--- config.mk ---
export PLATFORM = sky130hd
export DESIGN_NAME = relation_seq_ctrl
export DESIGN_NICKNAME = d
export VERILOG_FILES = /design/src/rtl/relation_seq_ctrl.sv
export SDC_FILE = /design/constraint.sdc
export NUM_CORES = 1
export LEC_CHECK = 0
export BUFFER_PORTS_ARGS = -buffer_cell sky130_fd_sc_hd__clkbuf_2
export CAP_MARGIN = 0
export CORE_MARGIN = 5
export CORE_UTILIZATION = 35
export DETAILED_ROUTE_END_ITERATION = 7
export PLACE_DENSITY = 0.52
export SYNTH_ARGS = -nofsm -noshare
export SYNTH_HDL_FRONTEND = slang
export SYNTH_SLANG_ARGS = --single-unit
--- constraint.sdc ---
create_clock -name clk -period 3.8 [get_ports clk]
set_clock_uncertainty 0.2 [all_clocks]
set_input_delay 0.76 -clock clk [delete_from_list [all_inputs] [get_ports clk]]
set_output_delay 0.76 -clock clk [all_outputs]
set_load 0.005 [all_outputs]
--- src/rtl/relation_seq_ctrl.sv ---
// Frame sequencer: classifies consecutive 3-bit code pairs and keeps per-class saturating counts.
// Optional early abort on a NONE pair is enabled by defining RELSEQ_ABORT_EN.
module relation_seq_ctrl #(
  parameter int FRAME_LEN = 16,
  parameter int CNT_W     = 5
) (
  input  logic             clk,
  input  logic             rst,
  input  logic             start,
  output logic             busy,
  input  logic             in_valid,
  output logic             in_ready,
  input  logic [2:0]       in_code,
  output logic             class_valid,
  output logic [2:0]       class_code,
  output logic [CNT_W-1:0] more_cnt,
  output logic [CNT_W-1:0] less_cnt,
  output logic [CNT_W-1:0] ex3_cnt,
  output logic [CNT_W-1:0] gray_cnt,
  output logic [CNT_W-1:0] none_cnt,
  output logic [2:0]       last_code,
  output logic             done,
  output logic             aborted
);

  typedef enum logic [1:0] {IDLE, FIRST, RUN, DONE} state_t;

  localparam logic [2:0] CLS_NONE = 3'd0;
  localparam logic [2:0] CLS_MORE = 3'd1;
  localparam logic [2:0] CLS_LESS = 3'd2;
  localparam logic [2:0] CLS_EX3  = 3'd3;
  localparam logic [2:0] CLS_GRAY = 3'd4;
  localparam logic [CNT_W-1:0] CNT_MAX = '1;
  localparam logic [7:0] LAST_IDX = 8'(FRAME_LEN - 1);

  state_t     state, state_nxt;
  logic [7:0] sample_cnt;
  logic [3:0] a, b;
  logic [2:0] diff_bits;
  logic [2:0] cls;
  logic       abort_hit;
  logic       accept;
  logic       last_sample;

  function automatic logic [CNT_W-1:0] sat_inc(input logic [CNT_W-1:0] x);
    return (x == CNT_MAX) ? x : x + {{(CNT_W-1){1'b0}}, 1'b1};
  endfunction

  // Zero-extended so the difference tests never wrap inside 3 bits.
  assign a         = {1'b0, in_code};
  assign b         = {1'b0, last_code};
  assign diff_bits = in_code ^ last_code;

  always_comb begin
    cls = CLS_NONE;
    if (a == b + 4'd1)
      cls = CLS_MORE;
    else if (b == a + 4'd1)
      cls = CLS_LESS;
    else if ((a == b + 4'd3) || (b == a + 4'd3))
      cls = CLS_EX3;
    else if ((diff_bits != 3'd0) && ((diff_bits & (diff_bits - 3'd1)) == 3'd0))
      cls = CLS_GRAY;
  end

`ifdef RELSEQ_ABORT_EN
  assign abort_hit = (cls == CLS_NONE);
`else
  assign abort_hit = 1'b0;
`endif

  assign accept      = in_valid && in_ready;
  assign last_sample = (sample_cnt == LAST_IDX);

  always_comb begin
    state_nxt = state;
    busy      = 1'b1;
    in_ready  = 1'b0;
    done      = 1'b0;
    case (state)
      IDLE: begin
        busy = 1'b0;
        if (start) state_nxt = FIRST;
      end
      FIRST: begin
        in_ready = 1'b1;
        if (in_valid) state_nxt = RUN;
      end
      RUN: begin
        in_ready = 1'b1;
        if (in_valid && (last_sample || abort_hit)) state_nxt = DONE;
      end
      DONE: begin
        done      = 1'b1;
        state_nxt = IDLE;
      end
      default: state_nxt = IDLE;
    endcase
  end

  always_ff @(posedge clk) begin
    if (rst) begin
      state       <= IDLE;
      sample_cnt  <= 8'd0;
      class_valid <= 1'b0;
      class_code  <= CLS_NONE;
      last_code   <= 3'd0;
      more_cnt    <= '0;
      less_cnt    <= '0;
      ex3_cnt     <= '0;
      gray_cnt    <= '0;
      none_cnt    <= '0;
      aborted     <= 1'b0;
    end else begin
      state       <= state_nxt;
      class_valid <= 1'b0;
      if (state == IDLE && start) begin
        sample_cnt <= 8'd0;
        more_cnt   <= '0;
        less_cnt   <= '0;
        ex3_cnt    <= '0;
        gray_cnt   <= '0;
        none_cnt   <= '0;
        aborted    <= 1'b0;
      end else if (state == FIRST && accept) begin
        last_code  <= in_code;
        sample_cnt <= 8'd1;
      end else if (state == RUN && accept) begin
        class_code  <= cls;
        class_valid <= 1'b1;
        last_code   <= in_code;
        sample_cnt  <= sample_cnt + 8'd1;
        case (cls)
          CLS_MORE: more_cnt <= sat_inc(more_cnt);
          CLS_LESS: less_cnt <= sat_inc(less_cnt);
          CLS_EX3:  ex3_cnt  <= sat_inc(ex3_cnt);
          CLS_GRAY: gray_cnt <= sat_inc(gray_cnt);
          default:  none_cnt <= sat_inc(none_cnt);
        endcase
        if (abort_hit) aborted <= 1'b1;
      end
    end
  end

endmodule
=== Yosys cells after proc, flatten, opt, wreduce, memory -nomap -nowiden ===
Cells that the tools add are included.

* Register bits after elaboration: 42
* Bits in latches: 0
* RAM bits: 0
* ROM bits: 0
* Input bits: 7
* Output and inout port bits: 36
* Word-level logic and storage cells: 91
* Memories: 0

* Add/sub/neg operators: 11
* Multipliers: 0
* Divide/modulo/power cells: 0
* Order comparisons: 0
* Eq/ne operators: 20
* Shift operators: 0
* Mux-type cells: 16
* Bitwise gates (word level): 10
* Reduce and logical (&&, ||, !) cells: 23

{| class="wikitable"
|+ Operator list
! operator !! number
|-
| $add A5 B1 Y5 const B || 5
|-
| $eq A5 B5 Y1 const B || 5
|-
| $reduce_and A4 Y1 || 5
|-
| $mux W3 || 6
|-
| $eq A3 B4 Y1 || 4
|-
| $add A3 B1 Y4 const B || 2
|-
| $add A3 B2 Y4 const B || 2
|-
| $add A8 B1 Y8 const B || 1
|-
| $eq A8 B4 Y1 const B || 1
|-
| $not A1 Y1 || 8
|-
| $pmux W2 S4 || 1
|-
| $eq A3 B2 Y1 const B || 2
|-
| $logic_and A1 B1 Y1 || 6
|-
| $mux W1 || 6
|-
| $mux W2 || 3
|-
| $ne A2 B2 Y1 const B || 3
|-
| $reduce_and A3 Y1 || 2
|-
| $eq A2 B2 Y1 const B || 2
|-
| $reduce_or A2 Y1 || 2
|-
| $reduce_or A4 Y1 || 1
|-
| $and A3 B3 Y3 || 1
|-
| $eq A3 B1 Y1 const B || 1
|-
| $eq A3 B3 Y1 const B || 1
|-
| $logic_not A3 Y1 || 1
|-
| 9 further kinds || 9
|}

=== Logic depth before layout (Yosys ltp) ===
* Depth in word-level cells: 13
* Mapped depth: 10
* Depth with buffers taken out: 8

=== Worst setup path after synthesis ===
OpenSTA, ideal clock, no wires.

* Path type: input to register
* Start: input port in_code[0]
* End: register ex3_cnt[3]
* Library setup time: 0.070 ns
* Arrival: 3.035 ns
* Required time: 3.530 ns
* Setup slack: 0.495 ns
* Stages on the path: 9
* Path buffers: 1
* Path through: inv_1 -> ha_1 -> xnor2_1 -> a2111oi_4 -> a221oi_2 -> or4b_1 -> buf_2 -> or4_1 -> a21oi_1

* Longest elaborated chain between the ends: 11
* Elaborated cells on any way between the ends: 19
* Those cells by class: 3 x add/sub; 5 x eq/ne; 4 x mux; 2 x bitwise; 5 x reduce/logical

{| class="wikitable"
|+ RTL lines
! what !! line !! RTL
|-
| start, declared || 13 || <nowiki>input logic [2:0] in_code,</nowiki>
|-
| $xor A3 B3 Y3 || 52 || <nowiki>assign diff_bits = in_code ^ last_code;</nowiki>
|-
| $sub A3 B1 Y3 || 62 || <nowiki>else if ((diff_bits != 3'd0) && ((diff_bits & (diff_bits - 3'd1)) == 3'd0))</nowiki>
|-
| $and A3 B3 Y3 || 62 ||
|-
| $logic_not A3 Y1 || 62 ||
|-
| $logic_and A1 B1 Y1 || 62 ||
|-
| $mux W3 || 62 ||
|-
| $mux W3 || 60 || <nowiki>else if ((a == b + 4'd3) || (b == a + 4'd3))</nowiki>
|-
| $mux W3 || 58 || <nowiki>else if (b == a + 4'd1)</nowiki>
|-
| $mux W3 (*) || 56 || <nowiki>if (a == b + 4'd1)</nowiki>
|-
| $eq A3 B2 Y1 (*) || 133 || <nowiki>case (cls)</nowiki>
|-
| $reduce_and A4 Y1 (no line) (*) || - ||
|-
| end signal, assigned || 136 || <nowiki>CLS_EX3: ex3_cnt <= sat_inc(ex3_cnt);</nowiki>
|-
| end, declared || 18 || <nowiki>output logic [CNT_W-1:0] ex3_cnt,</nowiki>
|}

Mark *: on every way between the ends. The rest lies on a longest branch, timed or not.
A chain may end at the register's enable or synchronous reset.

=== Worst setup path in the final report ===
Ends and elaborated chain as after synthesis.

==> impl_metrics.env <==
export IMPL_synthTopCellsByArea="dfxtp_1, ha_1, a21oi_1, nor2_1, xor2_1"
export IMPL_placed_area_um2=2650
export IMPL_arrival_ns=3.33
export IMPL_core_area_um2=6680
export IMPL_drt_wl_total_um=5230
export IMPL_vdd_drop_max_mv=0.123
export IMPL_cts_sinks=42
export IMPL_final_nets=341
export IMPL_ys_seq_area_share_pct=35.5
export IMPL_synth_largest_area_cell="dfxtp_1"
export IMPL_synth_async_sr_flop_share_pct=0
export IMPL_status="completed"
export IMPL_crit_chain="clkbuf_2, inv_1, ha_1, xnor2_1, a2111oi_4, a221oi_2, or4b_1, or4_1, a21oi_1"
export IMPL_syn_avg_cell_area_um2=8.67
export IMPL_slowest_stage="or4b_1"
export IMPL_p_leak_nw=1.22
export IMPL_gp_congestion=0.808
export IMPL_avgRoutedWirePerCell_um=13.3
export IMPL_row_count=30
export IMPL_synth_xor_area_share_pct=7.62
export IMPL_h_tree_depth=2
export IMPL_die_area_um2=8500
export IMPL_synthAdderAreaFrac_pct=10.6
export IMPL_cts_path_max_buffers=2
export IMPL_crit_required_ns=3.83
export IMPL_clkTransAtPathRegs_ns=0.08
export IMPL_muxShareOfSynthArea_pct=2.54
export IMPL_grt_pass1_wl_um=9030
export IMPL_cts_resized_gates=0
export IMPL_die_y_um=92.2
export IMPL_nFillCells=698
export IMPL_worstHoldPathType="flop to flop"
export IMPL_yosysWarnings=0
export IMPL_yosys_area_share_simple_pct=21.8
export IMPL_netlist_area_um2=2370
export IMPL_start_util_pct=35.4
export IMPL_dp_hpwl_um=3970
export IMPL_cts_setup_buffers=0
export IMPL_timing_hold_ws_ns=0.280
export IMPL_ant_nets=0
export IMPL_power_density_nw_per_um2=452
export IMPL_tns_ns=0
export IMPL_syn_num_nets=300
export IMPL_worstSetupPathType="input pin to flop"
export IMPL_fin_crit_ns=3.30
export IMPL_finalCritPeriodShare_pct=86.8
export IMPL_worstSetupEndpointType="flop"
export IMPL_slowest_delay_ns=0.65
export IMPL_drive_gt1_share_pct=19.1
export IMPL_io_buffer_count=41
export IMPL_grt_usage_pct=13.0
export IMPL_syn_to_final_growth_pct=16.9
export IMPL_grt_max_degree=20
export IMPL_synthFlopType="dfxtp_1"
export IMPL_cts_inserted_buffers=5
export IMPL_tightest_slew_ns=0.781
export IMPL_synth_top_family_by_area="simple AND/OR/NAND/NOR gates"
export IMPL_ys_types=44
export IMPL_rsz0062_at_grt="false"
export IMPL_hold_viol=0
export IMPL_io_pins=43
export IMPL_slew_headroom_pct=48.0
export IMPL_setup_violations=0
export IMPL_via_per_inst=5.20
export IMPL_synth_compound_area_share_pct=17.7
export IMPL_start_kind="input pin"
export IMPL_die_w_um=92.2
export IMPL_syn_inst=273
export IMPL_stdcell_area_um2=2770
export IMPL_netlist_area_leader_share_pct=35.5
export IMPL_diodes=0
export IMPL_maxCapViolations=0
export IMPL_crit_fanout=7
export IMPL_drt_first_pass_iters=4
export IMPL_detail_route_drc_violations=0
export IMPL_vias=2049
export IMPL_insertion_delay_ns=0.29
export IMPL_synth_edf_count=0
export IMPL_grt_pass1_vias=1912
export IMPL_synth_seq_cells=42
export IMPL_drt_iter0_drc=66
export IMPL_postCtsHoldBufs=0
export IMPL_max_freq_ghz=0.303
export IMPL_maxSlewViolCount=0
export IMPL_cts_tree="done"
export IMPL_cts_root_buffer="clkbuf_8"
export IMPL_antenna_found_initial=0
export IMPL_overflow=0
[worst max-delay path, delay by kind of cell]
kind | cells | cell delay, ns
simple gates | 2 | 1.15
compound gates | 3 | 0.72
fa+ha+maj | 1 | 0.30
buf+inv | 2 | 0.22
xor+xnor | 1 | 0.18
[through the flow]
| step | power, W | utilization [%] | cells | setup slack [ns] |
|---|---|---|---|---|
| 3_3_place_gp | 0.000901 | 39.7 | 387 | 0.260 |
| 2_1_floorplan | 0.000786 | - | 273 | 0.495 |
| 5_1_grt | 0.00134 | 41.4 | 394 | 0.317 |
| 4_1_cts | 0.00127 | 41.4 | 394 | 0.518 |
| 3_5_place_dp | 0.000901 | 39.7 | 387 | 0.202 |
| 6_report | 0.00125 | 41.4 | 394 | 0.501 |
[worst paths after layout]
| check | start | end | slack [ns] | cells after the start |
|---|---|---|---|---|
| max reg2reg | last_code[0] | ex3_cnt[3] | 0.59 | 8 |
| min reg2reg | class_code[1] | class_code[1] | 0.28 | 2 |
| max | in_code[0] | ex3_cnt[3] | 0.50 | 9 |
| min | class_code[1] | class_code[1] | 0.28 | 2 |
[routing by layer]
layer | global-route usage [%] | part of all wire [%] | wire length (um)
met1 | 17.2 | 50 | 2600
met3 | 3.20 | 3.8 | 198
met5 | 0 | 0 | 0
met2 | 20.4 | 45 | 2350
met4 | 4.83 | 1.5 | 79
[synth_stat cells (4+ instances only)]
| cell | count |
|---|---|
| a21oi_1 | 23 |
| and2_1 | 4 |
| and3_1 | 8 |
| clkbuf_1 | 7 |
| dfxtp_1 | 42 |
| ha_1 | 20 |
| inv_1 | 9 |
| mux2i_1 | 6 |
| nand2_1 | 22 |
| nand2b_1 | 5 |
| nand3_1 | 12 |
| nand4_1 | 5 |
| nor2_1 | 24 |
| o21ai_0 | 8 |
| o21ai_1 | 6 |
| o31ai_1 | 4 |
| or3_1 | 9 |
| xnor2_1 | 8 |
| xor2_1 | 10 |
[area by class of cell]
type,count,area (um2),share of cell area (%)
Multi-Input combinational cell,209,1430,51.6
Tap cell,80,100,3.62
Timing Repair Buffer,47,250,9.05
Clock buffer,6,82.6,2.99
Inverter,9,33.8,1.22
Sequential cell,42,841,30.4
Clock inverter,1,30.0,1.09
[logic make-up (layout without fill, tap and decap cells)]
group	after synthesis	in the layout
AOI/OAI and AO/OA	61	61
xor gates and xnor gates	19	19
adders and majority gates	20	20
buffers and inverters	22	63
DFF	42	42
muxes	6	6
other	1	1
and+or+nand+nor	102	102
[cells in the final DEF, fill, tap and decap left out, types with 8 or more instances in the layout]
master | Yosys | layout
a21oi_1 | 23 | 23
and3_1 | 8 | 8
clkbuf_2 | 0 | 41
dfxtp_1 | 42 | 42
ha_1 | 20 | 20
inv_1 | 9 | 9
nand2_1 | 22 | 22
nand3_1 | 12 | 12
nor2_1 | 24 | 24
o21ai_0 | 8 | 8
or3_1 | 9 | 9
xnor2_1 | 8 | 8
xor2_1 | 10 | 10
[sequential cells by signal, summed over array words and instances, names as in the netlist]
name and flops:
less_cnt 5, none_cnt 5, class_valid 1, more_cnt 5
last_code 3, ex3_cnt 5, class_code 3, state 2
gray_cnt 5, sample_cnt 8
[where the power goes]
| part | internal, W | leakage [nW] | switching, W |
|---|---|---|---|
| sequential | 0.000463 | 0.339 | 0.0000292 |
| clock | 0.000210 | 0.0573 | 0.000154 |
| combinational | 0.000147 | 0.825 | 0.000245 |
Note: power is estimated with default switching activity, not from simulation.
